## config.mk

```make
export PLATFORM = sky130hd
export DESIGN_NAME = pwm_ramp_sequencer
export DESIGN_NICKNAME = d
export VERILOG_FILES = /design/src/rtl/pwm_ramp_sequencer.sv
export SDC_FILE = /design/constraint.sdc
export NUM_CORES = 1
export LEC_CHECK = 0
export CAP_MARGIN = 20
export CORE_AREA = 2 2 63 65
export DETAILED_ROUTE_END_ITERATION = 10
export DIE_AREA = 0 0 65 67
export PLACE_DENSITY = 0.69
export SLEW_MARGIN = 20
export SYNTH_ARGS = -nofsm -noshare
export SYNTH_HDL_FRONTEND = slang
export SYNTH_SLANG_ARGS = --single-unit
```

## constraint.sdc

```tcl
create_clock -name clk -period 6.3 [get_ports clk]
set_clock_uncertainty 0.2 [all_clocks]
set_input_delay 1.26 -clock clk [delete_from_list [all_inputs] [get_ports clk]]
set_output_delay 1.26 -clock clk [all_outputs]
set_load 0.05 [all_outputs]
```

## src/rtl/pwm_ramp_sequencer.sv

```systemverilog
// Soft-start PWM duty sequencer: free-running period counter and comparator whose
// duty code ramps one step at a time toward a requested code, changing only at wraps.
//
// state   | meaning
// IDLE    | disabled; counter, duty and pulse held at 0
// HOLD    | running at a steady duty code equal to the target
// RAMP_UP | raising duty by one code every STEP_PERIODS wraps
// RAMP_DN | lowering duty by one code every STEP_PERIODS wraps
module pwm_ramp_sequencer #(
    parameter int CBITS        = 17,
    parameter int STEP_PERIODS = 4
) (
    input  logic       clk,
    input  logic       rst_n,
    input  logic       enable,
    input  logic [3:0] target_duty,
    input  logic       target_valid,
    output logic       pulse,
    output logic       period_tick,
    output logic [3:0] cur_duty,
    output logic       busy
);

    localparam int SBITS = (STEP_PERIODS > 1) ? $clog2(STEP_PERIODS) : 1;
    localparam logic [SBITS-1:0] STEP_LAST = SBITS'(STEP_PERIODS - 1);

    typedef enum logic [1:0] {
        IDLE    = 2'd0,
        HOLD    = 2'd1,
        RAMP_UP = 2'd2,
        RAMP_DN = 2'd3
    } state_t;

    state_t           state, state_nxt;
    logic [CBITS-1:0] cnt, cnt_nxt, thr;
    logic [3:0]       target_q, duty_nxt;
    logic [SBITS-1:0] step_cnt, step_nxt;
    logic             wrap, running, below;

    assign thr     = {1'b0, cur_duty, 1'b1, {(CBITS-6){1'b0}}};
    assign wrap    = (cnt == '1);
    assign running = enable && (state != IDLE);
    assign below   = (cur_duty < target_q);
    assign busy    = (state == RAMP_UP) || (state == RAMP_DN);

    always_comb begin
        state_nxt = state;
        duty_nxt  = cur_duty;
        step_nxt  = step_cnt;
        cnt_nxt   = running ? cnt + 1'b1 : '0;
        if (!enable) begin
            state_nxt = IDLE;
            duty_nxt  = 4'd0;
            step_nxt  = '0;
        end else begin
            case (state)
                IDLE: begin
                    state_nxt = HOLD;
                    duty_nxt  = 4'd0;
                    step_nxt  = '0;
                end
                HOLD: begin
                    if (cur_duty != target_q) begin
                        state_nxt = below ? RAMP_UP : RAMP_DN;
                        step_nxt  = '0;
                    end
                end
                RAMP_UP, RAMP_DN: begin
                    // Direction is re-judged at every wrap so a step never overshoots a new target
                    if (wrap) begin
                        if (cur_duty == target_q) begin
                            state_nxt = HOLD;
                            step_nxt  = '0;
                        end else if ((state == RAMP_UP) != below) begin
                            state_nxt = below ? RAMP_UP : RAMP_DN;
                        end else if (step_cnt == STEP_LAST) begin
                            step_nxt = '0;
                            duty_nxt = below ? cur_duty + 4'd1 : cur_duty - 4'd1;
                            if (duty_nxt == target_q) begin
                                state_nxt = HOLD;
                            end
                        end else begin
                            step_nxt = step_cnt + 1'b1;
                        end
                    end
                end
                default: state_nxt = IDLE;
            endcase
        end
    end

    always_ff @(posedge clk or negedge rst_n) begin
        if (!rst_n) begin
            state       <= IDLE;
            cnt         <= '0;
            cur_duty    <= 4'd0;
            step_cnt    <= '0;
            target_q    <= 4'd0;
            pulse       <= 1'b0;
            period_tick <= 1'b0;
        end else begin
            state       <= state_nxt;
            cnt         <= cnt_nxt;
            cur_duty    <= duty_nxt;
            step_cnt    <= step_nxt;
            if (target_valid) begin
                target_q <= target_duty;
            end
            pulse       <= running && (cnt < thr);
            period_tick <= running && wrap;
        end
    end

endmodule

```

==> key figures, run 1 <==
Synthesis
  • Post-synthesis sequential area ratio: 0.4375
  • Synthesized area per cell: 9.584 sq um
  • Yosys reg bits: 31
  • Post-synth top area cell: dfrtp_1
  • Mapped Nets: 208
  • Synthesis Warnings: 0
  • Synth top area share: 0.4375
  • Post-Syn Instances: 185
  • Mapped Area: ~1800 sq um
  • Area contributors post-synth: dfrtp_1 (44%), ha_1 (9.9%), o21ai_0 (4.8%)
  • Post-synth cell types: 37

Critical path
  • Startpoint types: flop
  • FF-to-FF Start: cur_duty[2]
  • CP Class: flop to output port
  • Critical path, cell by cell: clkdlybuf4s50_1
  • Worst path bufs/invs: 1
  • Worst Path Required: 4.84 ns
  • Crit path capture type: output port
  • R2r worst-path depth: 12
  • Crit path DAT: 1.62 ns
  • Worst Path Max Fanout: 9
  • R2r setup slk: 3.28 ns
  • Slowest cell on the critical path: clkdlybuf4s50_1
  • Critical path's top delay family: buffers and inverters
  • RR Endpoint: state[0]
  • Largest stage delay on the critical path: 0.85 ns

Route
  • Detailed Route WL: between 3000 and 4000 microns
  • Via count: 1321
  • DR iter-0 viols: 72
  • # DRC: 0
  • Routed wire per std cell: ~13 microns
  • First-pass DRT Iterations: 6
  • Vias per cell: 5.221
  • ANT nets after route: 0

Floorplan
  • # rows: 22
  • Die width: 65 microns
  • Die area: 4355 sq um
  • Core ar.: between 3000 and 4000 sq um
  • Die Ht: 67 microns
  • Initial Util: 0.4917
  • # IOs: 15

Clock network
  • Post-CTS Setup Bufs: 0
  • Hold bufs inserted after CTS: 0
  • Max Root-Sink Buffers: 2
  • Total CTS buffers: 5
  • CTS root buffer: clkbuf_8
  • Clock Latency Late Sink: 0.28 ns
  • Resize count post-CTS: 0
  • Clock-pin transition on the worst setup and hold timing paths: 0.07 ns
  • TritonCTS Sinks: 31
  • CTS tree: done
  • CTS HTree Levels: 2

Global routing
  • First-pass GRT wire length: around 6000 microns
  • Initial antenna violation count: 0
  • Largest net degree at the start of global routing: 32
  • Gr usage total: 0.1845
  • Total congestion overflow: 0
  • Vias in the first global route: 1397

Cells and area
  • Layout cells sized above 1: 0.07317
  • Layout area overhead: 17.85%
  • Final core occ: 0.5795
  • Final Cell Area: 2090 sq um
  • Finished Layout Cells: between 200 and 300
  • Final nets: 227
  • FILL cells: 316
  • ANT cells: 0

Timing
  • Hold_ws: 0.2590 ns
  • Finish-stage setup viols: 0
  • Final worst-path cycle share: 0.4897
  • Hold Vio Cnt, Final: 0
  • TNS Setup: 0 ns
  • Slew @ Worst Pin: 0.5132 ns
  • Fmax: 324.2 MHz
  • RSZ-0062 raised after global routing: false
  • Final slew viol count: 0
  • Worst setup margin: approximately 3.2 ns
  • Final Critical Period: just over 3 ns
  • Max_slew headroom: 0.6568

Power
  • Max IR drop VDD: between 0.0001 and 0.00015 V
  • Pwr Density: 245.5 nW/um^2
  • Final Power: 513.1 uW
  • Leak: ~0.9 nW

Job
  • Maximum capacitance violations: 0

Placement
  • Placed Instances: around 250
  • DP Worst Slack: 3.258 ns
  • # port buffers: 14
  • Final HPWL DP: approximately 2600 microns
  • Area after DPL: 1972 sq um
  • Placer congestion estimate: ~0.80

Hold path
  • WHS Path Cells: 1
  • Worst min-delay path startpoint: cnt[16]
  • Hold WC Path Type: flop to flop
  • Worst Hold End: pulse

Status
  • Status: finished, final reports clean
[worst max-delay path by stage]
stage,from,to,slack [ns],cells past startpoint
after floorplan,cur_duty[0],state[0],3.09,13
after global placement,enable,cur_duty[1],3.34,6
after detailed placement,cur_duty[2],state[0],3.26,12
after CTS,state[1],busy,3.20,1
after global routing,cur_duty[0],state[0],3.03,13
final,state[1],busy,3.22,1
[state kept, by name, summed over array words and instances, names as in the netlist]
signal and cells:
target_q 4, period_tick 1, step_cnt 2, cnt 17, cur_duty 4, pulse 1
state 2
[Yosys cell counts (all sizes together)]
| cell | n |
|---|---|
| a31oi | 1 |
| and4 | 1 |
| ha | 14 |
| nand4 | 1 |
| a21o | 1 |
| and3 | 6 |
| xor2 | 7 |
| xnor3 | 1 |
| xnor2 | 8 |
| nor4b | 1 |
| o21ai | 18 |
| a21oi | 8 |
| a21boi | 2 |
| nand3 | 5 |
| a2111oi | 1 |
| a22o | 2 |
| nor2 | 19 |
| nor3 | 2 |
| dfrtp | 31 |
| clkbuf | 4 |
| inv | 14 |
| o211ai | 1 |
| a211oi | 1 |
| mux2 | 1 |
| fa | 1 |
| a32oi | 1 |
| o21a | 1 |
| or3 | 5 |
| nor2b | 2 |
| a311oi | 1 |
| nand2b | 4 |
| nand2 | 20 |
[cell type report]
| class | instances | area (sq um) | area share |
|---|---|---|---|
| inverters | 14 | 52.55 | 0.02515 |
| multi-input cells | 136 | 928.4 | 0.4443 |
| well taps | 48 | 60.06 | 0.02874 |
| clock inverters | 2 | 35.03 | 0.01677 |
| repair buffers | 16 | 155.1 | 0.07425 |
| clock buffers | 6 | 82.58 | 0.03952 |
| flip-flops and latches | 31 | 775.7 | 0.3713 |
[layout by cell type, fill, tap and decap left out, types with 4 or more instances in the layout]
cell,synthesis,layout
dfrtp_1,31,31
nand2_1,20,20
nor2_1,18,18
o21ai_0,17,16
inv_1,14,14
ha_1,14,14
clkdlybuf4s50_1,0,14
xnor2_1,8,8
a21oi_1,7,7
xor2_1,7,7
and3_1,6,6
clkbuf_8,0,6
or3_1,5,5
nand3_1,4,4
nand2b_1,4,4
[report_power, final]
| group | internal, mW | leakage [nW] | switching, mW | total [mW] |
|---|---|---|---|---|
| sequential | 0.209 | 0.421 | 0.0101 | 0.219 |
| clock | 0.128 | 0.0612 | 0.0721 | 0.200 |
| combinational | 0.0364 | 0.439 | 0.0572 | 0.0937 |
[logic make-up (layout without fill, tap and decap cells)]
group | count (synthesis) | count (layout) | synth area share
adder cells (fa/ha/maj) | 15 | 15 | 0.1101
AO/OA/AOI/OAI | 38 | 38 | 0.1292
multiplexers | 1 | 1 | 0.006351
XOR/XNOR | 16 | 16 | 0.08680
buffers and inverters | 18 | 38 | 0.03881
flip-flops | 31 | 31 | 0.4375
AND/OR/NAND/NOR | 66 | 66 | 0.1912
[layer usage]
metal / global-route usage / vias to the layer above / share of wire
li1: - / 667 / -
met1: 0.1942 / 631 / 0.43
met2: 0.3351 / 15 / 0.52
met3: 0.05405 / 8 / 0.030
met4: 0.09043 / 0 / 0.021
met5: 0 / - / 0
Power figures use the tool's default switching activity.
==> inputs of run 2 (changes only) <==
==> constraint.sdc (replaced) <==
create_clock -name clk -period 2.95 [get_ports clk]
set_clock_uncertainty 0.2 [all_clocks]
set_input_delay 0.59 -clock clk [delete_from_list [all_inputs] [get_ports clk]]
set_output_delay 0.59 -clock clk [all_outputs]
set_load 0.05 [all_outputs]
==> key figures, run 2 (synthesized netlist as in run 1, its figures left out) <==
Floorplan
  • Die area: 4355 sq um (unchanged)
  • Die Ht: 67 microns (unchanged)
  • Initial Util: 0.4917 (unchanged)
  • # rows: 22 (unchanged)
  • Die width: 65 microns (unchanged)
  • Core ar.: 3606 sq um (unchanged)
  • # IOs: 15 (unchanged)

Placement
  • Placed Instances: 246 (was 245)
  • # port buffers: 14 (unchanged)
  • DP Worst Slack: 0.01468 ns (was 3.258 ns)
  • Final HPWL DP: 2622 microns (was 2563 microns)
  • Placer congestion estimate: 0.9350 (was 0.8037)

Critical path
  • Worst path bufs/invs: 2 (was 1)
  • Largest stage delay on the critical path: 0.41 ns (was 0.85 ns)
  • Startpoint types: flop (unchanged)
  • Critical path, cell by cell: inv_2 > ha_1 > nand2b_4 > a21oi_4 > nor2_8 > fa_1 > xor2_2 > xnor2_1 > nor4b_2 > buf_4 > a311oi_2 > a211oi_2 (was clkdlybuf4s50_1)
  • Crit path DAT: 2.87 ns (was 1.62 ns)
  • CP Class: flop to flop (was flop to output port)
  • Worst Path Max Fanout: 5 (was 9)
  • Crit path capture type: flop (was output port)
  • Slowest cell on the critical path: dfrtp_2 (was clkdlybuf4s50_1)
  • Worst Path Required: 2.95 ns (was 4.84 ns)
  • Critical path's top delay family: adder cells (was buffers and inverters)

Route
  • First-pass DRT Iterations: 4 (was 6)
  • # DRC: 0 (unchanged)
  • Vias per cell: 5.434 (was 5.221)
  • Routed wire per std cell: 13.95 microns (was 13.25 microns)
  • Via count: 1402 (was 1321)
  • ANT nets after route: 0 (unchanged)
  • Detailed Route WL: 3598 microns (was 3353 microns)
  • DR iter-0 viols: 98 (was 72)

Power
  • Clock power share: 0.347 (was 0.390)
  • Sw frac: 0.2961 (was 0.2717)
  • Pwr Density: 481.0 nW/um^2 (was 245.5 nW/um^2)
  • P_int: 751.0 uW (was 373.6 uW)
  • Sequential share of power: 0.441 (was 0.428)
  • Max IR drop VDD: 0.0002450 V (was 0.0001332 V)
  • Gate power share: 0.213 (was 0.183)
  • Leak: 0.9439 nW (was 0.9219 nW)
  • Switch Pwr: 316.0 uW (was 139.4 uW)

Clock network
  • TritonCTS Sinks: 31 (unchanged)
  • CTS root buffer: clkbuf_8 (unchanged)
  • Clock-pin transition on the worst setup and hold timing paths: 0.07 ns (about the same)
  • CTS tree: done (unchanged)
  • Max Root-Sink Buffers: 2 (unchanged)
  • Total CTS buffers: 5 (unchanged)
  • Clock Latency Late Sink: 0.28 ns (about the same)
  • CTS HTree Levels: 2 (unchanged)

Cells and area
  • Largest regs: cnt: 17 flops, cur_duty: 4 flops, target_q: 4 flops (unchanged)
  • Final core occ: 0.6152 (was 0.5795)
  • Layout cells sized above 1: 0.1810 (was 0.07317)
  • Finished Layout Cells: 258 (was 253)
  • Max FFs per register: 17 (unchanged)
  • Layout area overhead: 25.12% (was 17.85%)
  • Final nets: 232 (was 227)
  • ANT cells: 0 (unchanged)
  • Biggest register: cnt (unchanged)
  • Leading cell type in the layout, fill and taps excluded: dfrtp_1 (unchanged)
  • Commonest non-fill, non-tap cells in the layout: dfrtp_1 (27), nand2_1 (20), nor2_1 (18) (was dfrtp_1 (31), nand2_1 (20), nor2_1 (18))

Timing
  • Slew @ Worst Pin: 0.5381 ns (was 0.5132 ns)
  • Hold_ws: 0.2429 ns (was 0.2590 ns)
  • Max_slew headroom: 0.6396 (was 0.6568)
  • Final worst-path cycle share: 0.9737
  • Fmax: 348.1 MHz
  • Final Critical Period: between 2 and 3 ns
  • Hold Vio Cnt, Final: 0 (unchanged)
  • Worst setup margin: 0.07747 ns (was 3.215 ns)
  • Finish-stage setup viols: 0 (unchanged)
  • Final slew viol count: 0 (unchanged)

Status
  • Status: finished, final reports clean (unchanged)

Global routing
  • Total congestion overflow: 0 (unchanged)
  • Vias in the first global route: 1400 (was 1397)
  • First-pass GRT wire length: 6299 microns (was 5982 microns)
  • Initial antenna violation count: 0 (unchanged)
  • Gr usage total: 0.1950 (was 0.1845)
  • Largest net degree at the start of global routing: 32 (unchanged)

Hold path
  • Hold WC Path Type: flop to flop (unchanged)

Job
  • Maximum capacitance violations: 0 (unchanged)
-- run 2: cell count changes in the layout (fill, tap and decap cells not counted), moves of 3 or more --
cell	before	now
inv_1	14	11
inv_2	0	3
buf_4	2	7
ha_4	0	3
ha_1	14	11
dfrtp_2	0	4
dfrtp_1	31	27
-- run 2: layout make-up --
| class | count | area (sq um) |
|---|---|---|
| well taps | 48 | 60.06 |
| inverters | 14 | 52.55 |
| fillers | 304 | 1388 |
| repair buffers | 21 | 192.7 |
| clock buffers | 8 | 100.1 |
| flip-flops and latches | 31 | 780.7 |
| multi-input cells | 136 | 1032 |
-- run 2: worst paths after layout --
path                       cells after the start  slack (ns)     endpoint   startpoint
setup / recovery                              12        0.08     state[0]  cur_duty[0]
hold / removal                                 1        0.24        pulse      cnt[16]
setup reg to reg                              12        0.08     state[0]  cur_duty[0]
hold reg to reg                                1        0.24        pulse      cnt[16]
max in group asynchronous                      2        1.75  cur_duty[2]        rst_n
min in group asynchronous                      2        0.50  target_q[3]        rst_n
-- run 2: through the flow --
step,TNS [ns],power [mW],cell area [sq um]
final,0,1.067,2218
after global routing,-0.01411,1.121,2218
after CTS,0,1.062,2120
after detailed placement,0,0.6879,2019
after global placement,0,0.6784,2019
after floorplan,0,0.6168,1813
-- run 2: routing by layer --
metal  vias up  global-route usage  share of wire  routed length (microns)
li1        680                   -              -                        -
met1       690              0.2047           0.42                     1499
met2        24              0.3557           0.52                     1885
met3         8             0.05743          0.036                      129
met4         0             0.09309          0.023                       84
met5         -                   0              0                        0
-- run 2: repair_timing --
item,in CTS,in global routing
setup buffers,0,4
hold buffers,0,0
endpoints found under the setup margin,0,2
resized for setup,0,12
-- run 2: power groups by stage --
stage / clock (mW) / combinational (mW) / sequential [mW]
after CTS: 0.382 / 0.211 / 0.469
after floorplan: 0 / 0.134 / 0.483
after global routing: 0.400 / 0.247 / 0.474
after global placement: 0 / 0.202 / 0.476
final: 0.370 / 0.227 / 0.470
after detailed placement: 0 / 0.211 / 0.477
